`src/rtl/canvas_write_arbiter.sv`:
```
// ---------------------------------------------------------------------------
// canvas_write_arbiter
//
// Arbitrates the single write port of a 1-bit-per-pixel canvas RAM between
// a full-canvas clear sweep and a stroke engine offering pixel writes.
// The clear always wins: from the cycle clear_req is seen until the sweep
// finishes, only sweep writes reach the RAM port. The sweep walks from the
// top address down to 0, writing 0 once per cycle.
//
// Optional build macro: CANVAS_STROKE_FIFO_EN
//   undefined : stroke writes pass straight through (zero latency) whenever
//               the arbiter is idle and no clear is being requested.
//   defined   : strokes are queued in a FIFO_DEPTH-entry buffer and drained
//               one per cycle while idle. A clear_req discards everything
//               queued up to and including its own cycle; strokes accepted
//               during the sweep survive and drain afterwards.
//
// Parameters
//   ADDR_W      canvas word address width (sweep length 2**ADDR_W)
//   FIFO_DEPTH  stroke buffer entries, power of two >= 2 (FIFO build only)
//
// Ports
//   clk           system clock
//   rst           synchronous active-high reset
//   clear_req     one-cycle request to clear the whole canvas
//   stroke_valid  stroke engine offers one pixel write
//   stroke_addr   pixel address {y[4:0], x[4:0]}
//   stroke_data   pixel value
//   stroke_ready  stroke write accepted this cycle when high with stroke_valid
//   write_addr    canvas RAM write address
//   write_enable  canvas RAM write strobe
//   write_data    canvas RAM write data
//   busy          clear sweep in progress (FSM state is CLEAR)
//   clear_done    one-cycle pulse after the final sweep write
//   editing       canvas holds a stroke pixel set since the last clear
//
// Handshake: a stroke transfer happens on a rising edge where stroke_valid
// and stroke_ready are both high; stroke_ready never depends on
// stroke_valid, and the engine must hold addr/data stable while waiting.
// ---------------------------------------------------------------------------
module canvas_write_arbiter #(
    parameter int ADDR_W     = 10,
    parameter int FIFO_DEPTH = 4
) (
    input  logic              clk,
    input  logic              rst,
    input  logic              clear_req,
    input  logic              stroke_valid,
    input  logic [ADDR_W-1:0] stroke_addr,
    input  logic              stroke_data,
    output logic              stroke_ready,
    output logic [ADDR_W-1:0] write_addr,
    output logic              write_enable,
    output logic              write_data,
    output logic              busy,
    output logic              clear_done,
    output logic              editing
);

    typedef enum logic {
        IDLE  = 1'b0,
        CLEAR = 1'b1
    } state_t;

    localparam logic [ADDR_W-1:0] LAST_ADDR = '1;

    state_t            state;
    state_t            state_next;
    logic [ADDR_W-1:0] count;
    logic [ADDR_W-1:0] count_next;
    logic              sweep_last;

    // Stroke path as seen by the RAM port (either direct or FIFO head).
    logic              stroke_write;
    logic [ADDR_W-1:0] stroke_waddr;
    logic              stroke_wdata;

    // ---------------------------------------------------------------- FSM
    always_ff @(posedge clk) begin
        if (rst) begin
            state      <= IDLE;
            count      <= '0;
            clear_done <= 1'b0;
            editing    <= 1'b0;
        end else begin
            state      <= state_next;
            count      <= count_next;
            clear_done <= sweep_last;
            if (clear_req) begin
                editing <= 1'b0;
            end else if (stroke_write && stroke_wdata) begin
                editing <= 1'b1;
            end
        end
    end

    // A clear request in either state (re)starts the sweep at the top.
    always_comb begin
        state_next = state;
        count_next = count;
        sweep_last = 1'b0;
        if (clear_req) begin
            state_next = CLEAR;
            count_next = LAST_ADDR;
        end else if (state == CLEAR) begin
            if (count == '0) begin
                state_next = IDLE;
                sweep_last = 1'b1;
            end else begin
                count_next = count - 1'b1;
            end
        end
    end

    assign busy = (state == CLEAR);

    // ---------------------------------------------------------- stroke path
`ifdef CANVAS_STROKE_FIFO_EN
    localparam int PTR_W = $clog2(FIFO_DEPTH);

    logic [ADDR_W-1:0] fifo_addr [FIFO_DEPTH];
    logic              fifo_data [FIFO_DEPTH];
    // Pointers carry one extra wrap bit to tell full from empty.
    logic [PTR_W:0]    wr_ptr;
    logic [PTR_W:0]    rd_ptr;
    logic              fifo_full;
    logic              fifo_empty;
    logic              push;
    logic              pop;

    assign fifo_empty = (wr_ptr == rd_ptr);
    assign fifo_full  = (wr_ptr[PTR_W] != rd_ptr[PTR_W]) &&
                        (wr_ptr[PTR_W-1:0] == rd_ptr[PTR_W-1:0]);

    assign stroke_ready = !rst && !fifo_full;
    assign push         = stroke_valid && stroke_ready;
    assign pop          = !rst && (state == IDLE) && !clear_req && !fifo_empty;

    assign stroke_write = pop;
    assign stroke_waddr = fifo_addr[rd_ptr[PTR_W-1:0]];
    assign stroke_wdata = fifo_data[rd_ptr[PTR_W-1:0]];

    always_ff @(posedge clk) begin
        if (rst || clear_req) begin
            // clear_req also drops a push made in its own cycle.
            wr_ptr <= '0;
            rd_ptr <= '0;
        end else begin
            if (push) begin
                wr_ptr <= wr_ptr + 1'b1;
            end
            if (pop) begin
                rd_ptr <= rd_ptr + 1'b1;
            end
        end
    end

    always_ff @(posedge clk) begin
        if (push) begin
            fifo_addr[wr_ptr[PTR_W-1:0]] <= stroke_addr;
            fifo_data[wr_ptr[PTR_W-1:0]] <= stroke_data;
        end
    end
`else
    assign stroke_ready = !rst && (state == IDLE) && !clear_req;
    assign stroke_write = stroke_valid && stroke_ready;
    assign stroke_waddr = stroke_addr;
    assign stroke_wdata = stroke_data;
`endif

    // ------------------------------------------------------------ RAM port
    always_comb begin
        write_enable = 1'b0;
        write_addr   = '0;
        write_data   = 1'b0;
        if (!rst) begin
            if (state == CLEAR) begin
                write_enable = 1'b1;
                write_addr   = count;
            end else if (stroke_write) begin
                write_enable = 1'b1;
                write_addr   = stroke_waddr;
                write_data   = stroke_wdata;
            end
        end
    end

endmodule
```
`config.mk`:
```
export PLATFORM = sky130hd
export DESIGN_NAME = canvas_write_arbiter
export DESIGN_NICKNAME = d
export VERILOG_FILES = /design/src/rtl/canvas_write_arbiter.sv
export SDC_FILE = /design/constraint.sdc
export NUM_CORES = 1
export LEC_CHECK = 0
export ABC_CLOCK_PERIOD_IN_PS = 1850
export CORE_MARGIN = 4
export CORE_UTILIZATION = 45
export CTS_BUF_LIST = sky130_fd_sc_hd__clkbuf_16
export DETAILED_ROUTE_END_ITERATION = 8
export DONT_BUFFER_PORTS = 1
export PLACE_DENSITY_LB_ADDON = 0.12
export SKIP_CTS_REPAIR_TIMING = 1
export SLEW_MARGIN = 20
export SYNTH_ARGS = -nofsm -noshare
export SYNTH_HDL_FRONTEND = slang
export SYNTH_SLANG_ARGS = --single-unit
```
`constraint.sdc`:
```
create_clock -name clk -period 1.85 [get_ports clk]
set_input_delay 0.37 -clock clk [delete_from_list [all_inputs] [get_ports clk]]
set_output_delay 0.37 -clock clk [all_outputs]
set_load 0.005 [all_outputs]
```
Yosys cells after proc, flatten, opt, wreduce, memory -nomap -nowiden
Index checks and enable logic that the tools add are counted.

operators by class
  $add $sub $neg = 1
  eq/ne operators = 1
  mux-type cells = 16
  bitwise logic cells = 1
  reductions and logical operators = 11

operators by type and width
  operator                                             number
  two-way mux 10 bit                                   6
  logical NOT 10 bit                                   1
  two-way mux 1 bit                                    10
  subtractor 10 x 1 -> 10 bit (second input constant)  1
  logical AND 1 bit                                    4
  OR reduction 3 bit                                   1
  logical NOT 1 bit                                    2
  != test 2 bit (second input constant)                1
  AND reduction 2 bit                                  1
  nonzero test 2 bit                                   1
  OR reduction 2 bit                                   1
  inverter 1 bit                                       1

storage, ports and cells
  register bits after elaboration = 13
  bits of input ports = 15

Depth between registers and ports, before layout
  depth after elaboration = 7
  mapped depth = 6

Least setup slack after synthesis
No wires, ideal clock.

  path type = flip-flop to flip-flop
  from = register count[0]
  to = register count[1]
  setup time = 0.070 ns
  data arrival time = 1.807 ns
  setup slack = -0.028 ns
  cell stages (with the launch flop) = 7
  path buffers = 0
  cells stage by stage = dfxtp_1 inv_1 ha_1 or4b_1 o31ai_4 mux2_2 a21oi_1

between the ends
  longest elaborated chain between the ends = 4

RTL lines
  item                         line  source
  start: declaration           69    logic [ADDR_W-1:0] count;
  start signal: assignment     87    count <= count_next;
  subtractor 10 x 1 -> 10 bit  110   count_next = count - 1'b1;
  two-way mux 10 bit           106   if (count == '0) begin
  two-way mux 10 bit           105   end else if (state == CLEAR) begin
  two-way mux 10 bit           102   if (clear_req) begin

Several ways; a longest one is shown, not always the timed one. The select of a mux whose other input is x is not followed.
A chain may end at the register's enable or synchronous reset.

Final worst setup path
  from = register count[1]
  to = register count[2]

Same word-level chain as after synthesis.

==> flow_metrics.py <==
metrics = {
    "route": {
        "drc": 0,
        "drt-total-wl_mm": 2.22,
        "ant_nets": 0,
        "first_pass_iters": 4,
        "vias": 784,
        "wl_per_cell_um": 18.0,
        "drt-initial-drc-count": 24,
        "vias_per_cell": 6.37,
    },
    "pwr": {
        "clkPwrFrac": 0.456,
        "internal_power_uw": 669,
        "p_seq_frac": 0.357,
        "swShare": 0.252,
        "ir_drop_mv": 0.767,
        "power.net_switching_uw": 226,
        "power_density_nw_per_um2": 927,
        "p_leak_nw": 0.396,
        "comb_power_share": 0.187,
        "p_total_uw": 894,
    },
    "worst_hold_path": {
        "min_to": "count[3]$_SDFFE_PP0P_",
        "worstHoldPathCells": 1,
        "holdCritPathClass": "input port to flop",
        "min_from": "rst",
    },
    "setup_path": {
        "path_max_fanout": 3,
        "reg2reg_slack_ns": 0.06,
        "cp.required_ns": 1.98,
        "r2r_cells": 6,
        "r2r_end": "count[2]$_SDFFE_PP0P_",
        "crit_path_end_kind": "flop",
        "cp-start-kind": "flop",
        "worst-setup-path-type": "flop to flop",
        "arrival_ns": 1.92,
        "r2r-start": "count[1]$_SDFFE_PP0P_",
    },
    "sta": {
        "period_share": 0.968,
        "setup_tns_ns": 0,
        "timing.final.ws_setup_ns": 0.0587,
        "clock_skew_ns": 0.000750,
        "slew_viol_final": 0,
        "worst_pin_slew_ns": 0.461,
        "setup_violations": 0,
        "fin_crit_ns": 1.79,
        "rsz0062_at_grt": "no",
        "fmax_mhz": 558,
        "whs_ns": 0.195,
        "slew_headroom": 0.692,
        "finalHoldViolations": 0,
    },
    "placed_design": {
        "dpl_cell_area_um2": 876,
        "dp.final_hpwl_mm": 1.57,
        "io_buffers": 0,
        "routabilityCongestion": 0.843,
        "post-place-ws_ns": 0.0209,
    },
    "layout": {
        "antenna_cells": 0,
        "layout_commonest_cell": "nor2_1",
        "syn_to_final_growth_pct": 24.2,
        "final_cell_mix": "nor2_1 (15), buf_4 (14), a21oi_1 (13), dfxtp_1 (13), a22oi_1 (10)",
        "final_area_um2": 965,
        "nets": 124,
        "drive_above_1_share": 0.215,
    },
    "floorplan": {
        "die-area_um2": 2460,
        "ios": 31,
        "core-area_um2": 1580,
        "num_rows": 14,
        "initial_core_util": 0.493,
        "die_y_um": 49.6,
        "die_w_um": 49.6,
    },
    "cts": {
        "cts_buffers": 3,
        "cts_tree": "built",
        "clk-insertion-delay-late_ns": 0.24,
        "root_buffer": "clkbuf_16",
        "clk_path_buf_depth": 2,
        "cts.reportedPaths.clkPinSlew_ns": 0.04,
        "cts_max_level": 1,
        "cts.sinks": 13,
    },
    "synth": {
        "yosysWarnings": 0,
        "syn_area_um2": 777,
        "syn_avg_cell_area_um2": 8.09,
        "ys_types": 33,
        "ys_seq_elements": 13,
        "synth_cells": 96,
        "ys_seq_area_frac": 0.335,
        "syn-num-nets": 112,
    },
    "grt": {
        "grtUsageTotal": 0.198,
        "grt_pass1_vias": 734,
        "antenna_found_initial": 0,
        "grt_max_degree": 25,
        "gr-total-overflow": 0,
        "grt_pass1_wl_mm": 3.68,
    },
    "flow_run": {
        "drv_cap": 0,
    },
    "run_status": {
        "status": "finished clean",
    },
}
-- routing by layer --
| layer | GRT usage | routed length, um | part of all wire |
|---|---|---|---|
| met3 | 0.0723 | 206 | 0.093 |
| met2 | 0.282 | 973 | 0.44 |
| met1 | 0.260 | 992 | 0.45 |
| met5 | 0 | 0 | 0 |
| met4 | 0.0968 | 45 | 0.020 |
-- metrics by stage --
stage           util  instances
4_1_cts        0.606        123
3_5_place_dp   0.556        119
6_report       0.612        123
5_1_grt        0.612        123
3_3_place_gp   0.556        119
2_1_floorplan      -         96
-- worst max-delay path: stages, from the launching register on --
cell	delay, ns
dfxtp_1	0.32
inv_1	0.08
ha_1	0.16
or4b_4	0.48
nor3_1	0.40
or3_1	0.18
a21oi_1	0.06
-- logic make-up after synthesis --
family | after synthesis | share of synthesized area
and+or+nand+nor | 35 | 0.246
xor gates and xnor gates | 4 | 0.0451
AOI/OAI and AO/OA | 30 | 0.272
adders and majority gates | 1 | 0.0161
muxes | 2 | 0.0274
buffers and inverters | 11 | 0.0580
DFF | 13 | 0.335
-- cell usage after synthesis --
| master | count | area [um2] |
|---|---|---|
| mux2_2 | 1 | 11.3 |
| a21oi_1 | 13 | 65.1 |
| nor2_1 | 15 | 56.3 |
| and3_1 | 2 | 12.5 |
| or4b_1 | 1 | 10.0 |
| dfxtp_1 | 13 | 260 |
| clkinv_1 | 1 | 3.75 |
| o2111ai_1 | 2 | 17.5 |
| nand2_1 | 1 | 3.75 |
| xor2_1 | 2 | 17.5 |
| and2_1 | 1 | 6.26 |
| and4_1 | 1 | 8.76 |
| ha_1 | 1 | 12.5 |
| xnor2_1 | 2 | 17.5 |
| o21a_1 | 1 | 7.51 |
| mux2i_1 | 1 | 10.0 |
| nor3b_1 | 1 | 7.51 |
| a211oi_1 | 1 | 7.51 |
| inv_1 | 3 | 11.3 |
| nor3_1 | 4 | 20.0 |
| a22oi_1 | 10 | 75.1 |
| buf_2 | 2 | 10.0 |
| clkbuf_1 | 4 | 15.0 |
| o211a_1 | 1 | 10.0 |
| clkbuf_2 | 1 | 5.00 |
| or3_1 | 3 | 18.8 |
| nand2b_1 | 2 | 12.5 |
| o31ai_4 | 1 | 21.3 |
| nor3_2 | 1 | 10.0 |
| or4_1 | 1 | 7.51 |
| nor4b_1 | 1 | 8.76 |
| nand4b_1 | 1 | 8.76 |
| o211ai_1 | 1 | 7.51 |
-- layout make-up --
type | count | area (um2)
clock buffers | 3 | 75.1
clock inverters | 1 | 3.75
fillers | 137 | 612
inverters | 4 | 15.0
multi-input cells | 72 | 485
flip-flops and latches | 13 | 260
well taps | 16 | 20.0
repair buffers | 14 | 105
-- how the worst max path moves through the flow --
stage,from,end,slack [ns],cells after the start
5_1_grt,count[1]$_SDFFE_PP0P_,count[1]$_SDFFE_PP0P_,0.004,6
3_5_place_dp,count[1]$_SDFFE_PP0P_,count[1]$_SDFFE_PP0P_,0.02,6
2_1_floorplan,count[0]$_SDFFE_PP0P_,count[1]$_SDFFE_PP0P_,0.001,6
3_3_place_gp,count[0]$_SDFFE_PP0P_,count[1]$_SDFFE_PP0P_,0.07,6
4_1_cts,busy$_SDFF_PP0_,write_addr[3],-0.02,4
6_report,count[1]$_SDFFE_PP0P_,count[2]$_SDFFE_PP0P_,0.06,6
-- power groups by stage --
stage / registers [mW] / clock network (mW) / logic [mW]
global route: 0.321 / 0.431 / 0.184
finish: 0.320 / 0.408 / 0.167
floorplan: 0.322 / 0 / 0.107
CTS: 0.319 / 0.414 / 0.160
detailed placement: 0.323 / 0 / 0.157
global placement: 0.323 / 0 / 0.156
-- registers in the layout (all words and copies together) (netlist names) --
name / count
count: 10
busy: 1
clear_done: 1
editing: 1
No activity file was read; power rests on OpenSTA's default activity.
